File: src/rtl/lotr_pkg.sv
// Shared types for the data-memory fabric port: opcode encoding, response entry, memory geometry.
package lotr_pkg;

  localparam int unsigned MSB_D_MEM        = 11;
  // Response entries carry the widest tag any fabric port may use; ports zero-extend.
  localparam int unsigned FABRIC_TAG_W_MAX = 8;

  typedef enum logic {
    RD = 1'b0,
    WR = 1'b1
  } t_fabric_opcode;

  typedef struct packed {
    logic [31:0]                 data;
    logic [FABRIC_TAG_W_MAX-1:0] tag;
    logic                        is_wr;
  } t_d_mem_fabric_rsp;

endpackage

File: src/rtl/d_mem_rsp_fifo.sv
// Synchronous response FIFO with async active-low reset; DEPTH must be a power of 2, >= 2.
module d_mem_rsp_fifo
  import lotr_pkg::*;
#(
  parameter int unsigned DEPTH = 4,
  parameter int unsigned CNT_W = $clog2(DEPTH + 1)
) (
  input  logic              i_clk,
  input  logic              i_rst_n,
  input  logic              i_push,
  input  t_d_mem_fabric_rsp i_push_data,
  input  logic              i_pop,
  output t_d_mem_fabric_rsp o_head,
  output logic              o_full,
  output logic              o_empty,
  output logic [CNT_W-1:0]  o_count
);

  localparam int unsigned PTR_W = $clog2(DEPTH);

  t_d_mem_fabric_rsp r_mem [DEPTH];
  logic [PTR_W-1:0]  r_wr_ptr;
  logic [PTR_W-1:0]  r_rd_ptr;
  logic [CNT_W-1:0]  r_count;
  logic              w_push;
  logic              w_pop;

  assign o_full  = (r_count == CNT_W'(DEPTH));
  assign o_empty = (r_count == '0);
  assign o_count = r_count;
  assign o_head  = r_mem[r_rd_ptr];
  assign w_pop   = i_pop && !o_empty;
  assign w_push  = i_push && (!o_full || w_pop);

  // Pointers wrap naturally because DEPTH is a power of 2.
  always_ff @(posedge i_clk or negedge i_rst_n) begin
    if (!i_rst_n) begin
      r_wr_ptr <= '0;
      r_rd_ptr <= '0;
      r_count  <= '0;
    end else begin
      if (w_push) r_wr_ptr <= r_wr_ptr + 1'b1;
      if (w_pop)  r_rd_ptr <= r_rd_ptr + 1'b1;
      case ({w_push, w_pop})
        2'b10:   r_count <= r_count + 1'b1;
        2'b01:   r_count <= r_count - 1'b1;
        default: r_count <= r_count;
      endcase
    end
  end

  always_ff @(posedge i_clk) begin
    if (w_push) r_mem[r_wr_ptr] <= i_push_data;
  end

  a_no_push_when_full: assert property (@(posedge i_clk) disable iff (!i_rst_n)
    !(i_push && o_full));

endmodule

File: src/rtl/d_mem_fabric_port.sv
// Fabric front end for data-memory port B: registered request stage, 2-cycle read return,
// credit-protected tagged response FIFO. Define D_MEM_FABRIC_WR_ACK_EN to acknowledge writes.
module d_mem_fabric_port
  import lotr_pkg::*;
#(
  parameter int unsigned TAG_W     = 4,
  parameter int unsigned RSP_DEPTH = 4
) (
  input  logic                 clock,
  input  logic                 rst_n,
  input  logic                 req_valid,
  output logic                 req_ready,
  input  logic                 req_opcode,
  input  logic [31:0]          req_address,
  input  logic [31:0]          req_data,
  input  logic [3:0]           req_byteena,
  input  logic [TAG_W-1:0]     req_tag,
  output logic                 rsp_valid,
  input  logic                 rsp_ready,
  output logic [31:0]          rsp_data,
  output logic [TAG_W-1:0]     rsp_tag,
  output logic                 rsp_is_wr,
  output logic [MSB_D_MEM-2:0] address_b,
  output logic [3:0]           byteena_b,
  output logic [31:0]          data_b,
  output logic                 rden_b,
  output logic                 wren_b,
  input  logic [31:0]          q_b,
  output logic                 misalign_err
);

  localparam int unsigned CRD_W = $clog2(RSP_DEPTH + 1);

  logic [CRD_W-1:0]     r_credits;
  logic                 r_rden;
  logic                 r_wren;
  logic [MSB_D_MEM-2:0] r_address;
  logic [3:0]           r_byteena;
  logic [31:0]          r_data;
  logic                 r_s1_vld;
  logic                 r_s1_is_wr;
  logic [TAG_W-1:0]     r_s1_tag;
  logic                 r_s2_vld;
  logic                 r_s2_is_wr;
  logic [TAG_W-1:0]     r_s2_tag;
  logic                 r_misalign;

  logic                 w_accept;
  logic                 w_needs_rsp;
  logic                 w_rsp_pop;
  logic                 w_empty;
  logic                 w_full;
  logic [CRD_W-1:0]     w_count;
  t_d_mem_fabric_rsp    w_push_data;
  t_d_mem_fabric_rsp    w_head;
  logic                 w_unused;

  assign req_ready = (r_credits != '0);
  assign w_accept  = req_valid && req_ready;
  assign w_rsp_pop = rsp_valid && rsp_ready;

`ifdef D_MEM_FABRIC_WR_ACK_EN
  assign w_needs_rsp = 1'b1;
`else
  assign w_needs_rsp = (t_fabric_opcode'(req_opcode) == RD);
`endif

  // Credits cover every slot a response can occupy (S1, S2, FIFO), so the FIFO never overflows.
  always_ff @(posedge clock or negedge rst_n) begin
    if (!rst_n) begin
      r_credits <= CRD_W'(RSP_DEPTH);
    end else begin
      case ({w_accept && w_needs_rsp, w_rsp_pop})
        2'b10:   r_credits <= r_credits - 1'b1;
        2'b01:   r_credits <= r_credits + 1'b1;
        default: r_credits <= r_credits;
      endcase
    end
  end

  always_ff @(posedge clock or negedge rst_n) begin
    if (!rst_n) begin
      r_rden     <= 1'b0;
      r_wren     <= 1'b0;
      r_address  <= '0;
      r_byteena  <= '0;
      r_data     <= '0;
      r_s1_vld   <= 1'b0;
      r_s1_is_wr <= 1'b0;
      r_s1_tag   <= '0;
      r_s2_vld   <= 1'b0;
      r_s2_is_wr <= 1'b0;
      r_s2_tag   <= '0;
      r_misalign <= 1'b0;
    end else begin
      r_rden     <= w_accept && (t_fabric_opcode'(req_opcode) == RD);
      r_wren     <= w_accept && (t_fabric_opcode'(req_opcode) == WR);
      if (w_accept) begin
        r_address <= req_address[MSB_D_MEM:2];
        r_byteena <= req_byteena;
        r_data    <= req_data;
      end
      r_s1_vld   <= w_accept && w_needs_rsp;
      r_s1_is_wr <= req_opcode;
      r_s1_tag   <= req_tag;
      r_s2_vld   <= r_s1_vld;
      r_s2_is_wr <= r_s1_is_wr;
      r_s2_tag   <= r_s1_tag;
      if (w_accept && (req_address[1:0] != 2'b00)) r_misalign <= 1'b1;
    end
  end

  always_comb begin
    w_push_data       = '0;
    w_push_data.tag   = FABRIC_TAG_W_MAX'(r_s2_tag);
    w_push_data.is_wr = r_s2_is_wr;
    w_push_data.data  = r_s2_is_wr ? 32'h0 : q_b;
  end

  d_mem_rsp_fifo #(
    .DEPTH (RSP_DEPTH),
    .CNT_W (CRD_W)
  ) u_rsp_fifo (
    .i_clk       (clock),
    .i_rst_n     (rst_n),
    .i_push      (r_s2_vld),
    .i_push_data (w_push_data),
    .i_pop       (w_rsp_pop),
    .o_head      (w_head),
    .o_full      (w_full),
    .o_empty     (w_empty),
    .o_count     (w_count)
  );

  assign rden_b       = r_rden;
  assign wren_b       = r_wren;
  assign address_b    = r_address;
  assign byteena_b    = r_byteena;
  assign data_b       = r_data;
  assign misalign_err = r_misalign;

  // Head entry is gated so an empty FIFO presents zeros rather than stale storage.
  assign rsp_valid = !w_empty;
  assign rsp_data  = rsp_valid ? w_head.data : 32'h0;
  assign rsp_tag   = rsp_valid ? w_head.tag[TAG_W-1:0] : '0;
`ifdef D_MEM_FABRIC_WR_ACK_EN
  assign rsp_is_wr = rsp_valid && w_head.is_wr;
`else
  assign rsp_is_wr = 1'b0;
`endif

  assign w_unused = ^{req_address[31:MSB_D_MEM+1], w_head.tag, w_head.is_wr, w_full, w_count};

endmodule

File: config.mk
export PLATFORM = sky130hd
export DESIGN_NAME = d_mem_fabric_port
export DESIGN_NICKNAME = d
export VERILOG_FILES = /design/src/rtl/lotr_pkg.sv /design/src/rtl/d_mem_rsp_fifo.sv /design/src/rtl/d_mem_fabric_port.sv
export SDC_FILE = /design/constraint.sdc
export NUM_CORES = 1
export LEC_CHECK = 0
export BUFFER_PORTS_ARGS = -buffer_cell sky130_fd_sc_hd__buf_2
export CAP_MARGIN = 20
export CORE_UTILIZATION = 40
export DETAILED_ROUTE_END_ITERATION = 16
export PLACE_DENSITY_LB_ADDON = 0.05
export REMOVE_ABC_BUFFERS = 1
export SYNTH_ARGS = -nofsm -noshare
export SYNTH_HDL_FRONTEND = slang
export SYNTH_SLANG_ARGS = --single-unit
File: constraint.sdc
create_clock -name clock -period 3.1 [get_ports clock]
set_input_delay 0.62 -clock clock [delete_from_list [all_inputs] [get_ports clock]]
set_output_delay 0.62 -clock clock [all_outputs]
set_load 0.01 [all_outputs]
==> summary by stage <==
Power and ir drop
The peak supply drop is 407 uV. The cell leakage power is between 4 and 5 nW. The ratio of total power to cell area is 889 mW/mm^2.

Synthesis
After synthesis the cells add up to 0.00838 sq mm. The synthesized design contains 214 register bits. The number of warnings printed during yosys synthesis is 0. The fraction of the yosys area taken by sequential cells is 0.725.

The number of cells produced by synthesis is ~430. A synthesized cell averages 19.5 sq um. The number of different library cells in the post-synthesis netlist is 29.

Routing
In the routed layout, each cell is associated on average with a via count of 4.77. The detailed router finished its first iteration with between 200 and 250 violations. The detailed-routed wire length on met3 is 1.15 mm. The DRC violations left is 0. In the final routed layout, each cell accounts on average for 17.7 um.

The final route contains 4338 vias. The wire length on met1 is 6.66 mm. The detail route stage leaves a number of antenna-violating nets equal to 0. The top routing layer in use is met4. Wire segments on met2 add up to just under 8 mm in the final route.

For this block, the routed nets add up to approximately 16 mm of wire. The count of TritonRoute iterations in the first routing pass is 4.

Floorplanning
The initial utilization of the core area, before any placement, comes to 0.412. The die covers roughly 0.022 sq mm. The chip width is 147 um. The placeable core area is 0.0204 sq mm. The floorplan step set the die height to 147 um.

The floorplan has 52 rows. For this design the top-level I/O count stands at 197.

Layout
Summing all multi-input logic gate instances after layout gives roughly 0.0021 sq mm. The number of inserted filler cells in the final layout is 1693. The number of antenna diodes in the final layout is 0. The area added between synthesis and finish is 23.4%. The fraction of layout instances using a drive strength above 1 is 0.485. The finished cells cover between 0.01 and 0.015 sq mm.

The number of standard cells in the layout, taps in and fillers out is between 900 and 1000. The number of nets in the layout is 739. The sequential cells in the finished layout cover a total of approximately 0.0061 sq mm.

Place
The placed standard-cell area is 0.00964 sq mm. The global placement routability congestion is 0.704. Detailed placement ended at an HPWL of 10.1 mm. The number of cells after detailed placement is 867. Buffers placed on the I/O ports in this run total around 180.

Timing
The final cycle utilization of the critical path is 0.921. The minimum clock period after layout is 2.86 ns. At the pin with the least slew margin, the transition time is 0.708 ns. The number of hold-slack violations in the final timing report was 0. Setup violations remaining at the end of the flow were counted as 0. Setup repair after global routing left no endpoint under its margin.

The final total negative setup slack is 0 ns. The worst pin sits at a relative slew slack of 0.528. The tightest hold margin is 0.171 ns. The number of max-slew violations in the final report came to 0. The final worst clock skew is 0.0117 ns.

Static timing analysis puts the maximum clock frequency at 350 MHz.

Worst setup path
The type of the worst setup path is reg -> out. The critical path data required time is 2.48 ns. The element type at the critical path start is a register. The arrival time of data at the critical path endpoint is 2.24 ns. The worst setup path is captured at an output port.

In this run the worst path has a maximum fanout of 13.

GRT
The global-route congestion overflow total is 0. Entering global routing, the biggest net connects 49 pins. The first global-routing pass estimated 25.7 mm of wire. The via count of the first global-routing pass is 4877. The initial antenna violation count is 1. In the global route stage, overall resource usage came out at 0.155.

Clocking
Post-CTS timing repair inserted 0 buffers for setup. The count of hold buffers inserted by post-cts repair is 0. Clock-pin slew was measured on the worst setup and hold paths at around 0.06 ns. TritonCTS built the clock tree. The latest clock arrival within the worst-skew pair is about 0.5 ns.

The quantity of gates resized following cts is 0. Clock tree synthesis inserted a total of 23 buffers. Clock tree synthesis found a total of approximately 210 sinks. The buffer depth of the longest clock path is 3. The H-tree depth is 1. The root cell of the clock tree is sky130_fd_sc_hd__clkbuf_16.

Flow run
Max-cap violations in this run came to 0.

Outcome
The flow ran to the end, and the final reports show no timing, DRC or antenna violations.

Worst hold path
The path class of the tightest hold or removal check is in -> async.
sequential cells by signal, summed over array words and instances, names as in the netlist, 2 cells and up:
name and count:
r_s1_tag 4, u_rsp_fifo.r_wr_ptr 2, address_b 10, u_rsp_fifo.r_rd_ptr 2, byteena_b 4, u_rsp_fifo.r_mem 144, r_s2_tag 4, r_credits 3
data_b 32, u_rsp_fifo.o_count 3
critical path, cell delays in order (launching register included):
cell                      delay, ns
sky130_fd_sc_hd__dfrtp_2       0.67
sky130_fd_sc_hd__buf_12        0.22
sky130_fd_sc_hd__mux4_2        0.50
sky130_fd_sc_hd__and2_1        0.19
sky130_fd_sc_hd__buf_2         0.14
path summary, 6_finish.rpt:
check,start,end,slack [ns],cells past startpoint
worst max-delay path,u_rsp_fifo.r_rd_ptr[0],rsp_tag[3],0.24,4
worst min-delay path,rst_n,address_b[8],0.17,1
worst max register to register,u_rsp_fifo.o_count[1],r_credits[1],0.83,6
worst min register to register,r_s1_tag[2],r_s2_tag[2],0.35,0
max in group asynchronous,rst_n,r_s1_tag[1],2.27,2
min in group clock,req_tag[3],r_s1_tag[3],0.22,1
cell usage in the layout (no fill, tap or decap), types with 2 or more instances in the layout:
cell type / n
sky130_fd_sc_hd__and2_1: 37
sky130_fd_sc_hd__and2_2: 4
sky130_fd_sc_hd__buf_12: 8
sky130_fd_sc_hd__buf_2: 175
sky130_fd_sc_hd__buf_4: 4
sky130_fd_sc_hd__bufinv_16: 2
sky130_fd_sc_hd__clkbuf_1: 6
sky130_fd_sc_hd__clkbuf_16: 23
sky130_fd_sc_hd__clkinv_1: 7
sky130_fd_sc_hd__clkinv_2: 3
sky130_fd_sc_hd__dfrtp_1: 67
sky130_fd_sc_hd__dfrtp_2: 2
sky130_fd_sc_hd__edfxtp_1: 144
sky130_fd_sc_hd__fa_1: 2
sky130_fd_sc_hd__ha_1: 6
sky130_fd_sc_hd__inv_1: 8
sky130_fd_sc_hd__mux2_2: 41
sky130_fd_sc_hd__mux2_4: 7
sky130_fd_sc_hd__mux4_2: 36
sky130_fd_sc_hd__nor2_1: 4
sky130_fd_sc_hd__nor2b_1: 32
sky130_fd_sc_hd__xnor2_1: 5
sky130_fd_sc_hd__xor2_1: 4
metal layers:
layer	global-route usage	vias to the layer above
met5	0	-
met4	0.0458	0
met3	0.0401	29
met2	0.268	164
met1	0.190	2149
li1	-	1996
Yosys cell counts (all sizes together):
| library cell | count | area (sq um) |
|---|---|---|
| edfxtp | 144 | 4320 |
| dfrtp | 69 | 1730 |
| mux2 | 48 | 567 |
| and2 | 41 | 257 |
| mux4 | 36 | 811 |
| nor2b | 32 | 200 |
| buf | 14 | 129 |
| inv | 8 | 30.0 |
| clkbuf | 7 | 26.3 |
| ha | 6 | 75.1 |
| xnor2 | 5 | 43.8 |
| nor2 | 4 | 15.0 |
| xor2 | 4 | 35.0 |
| fa | 2 | 40.0 |
| or3 | 2 | 17.5 |
| and3 | 1 | 6.26 |
| conb | 1 | 3.75 |
| dfstp | 1 | 26.3 |
| mux2i | 1 | 10.0 |
| nand2 | 1 | 11.3 |
| nand3 | 1 | 5.00 |
| o21bai | 1 | 7.51 |
| o41a | 1 | 11.3 |
| or2 | 1 | 6.26 |
layout make-up:
type	instances	share of cell area
Clock inverter	13	0.0106
Sequential cell	214	0.587
Clock buffer	29	0.0578
Multi-Input combinational cell	188	0.206
Inverter	8	0.00290
Timing Repair Buffer	187	0.103
Tap cell	270	0.0326
power by group:
group / leakage [nW] / internal [mW] / switching (mW)
Sequential: 2.14 / 3.56 / 0.280
Combinational: 1.58 / 1.47 / 1.31
Clock: 0.346 / 1.53 / 1.04
Total: 4.06 / 6.56 / 2.63
through the flow:
stage	power, mW	utilization	setup WS, ns
after global routing	9.72	0.508	0.0888
after floorplan	5.59	-	0.0865
final	9.20	0.508	0.245
after detailed placement	6.76	0.473	0.689
after global placement	6.72	0.473	0.684
after CTS	9.37	0.508	0.159
kinds of logic after synthesis:
group / after synthesis / share of synthesized area
other: 1 / 0.000447
XOR/XNOR: 9 / 0.00940
multiplexers: 85 / 0.165
flip-flops: 214 / 0.725
adder cells (fa/ha/maj): 8 / 0.0137
AO/OA/AOI/OAI: 2 / 0.00224
buffers and inverters: 29 / 0.0221
AND/OR/NAND/NOR: 83 / 0.0618
Power figures use the tool's default switching activity.
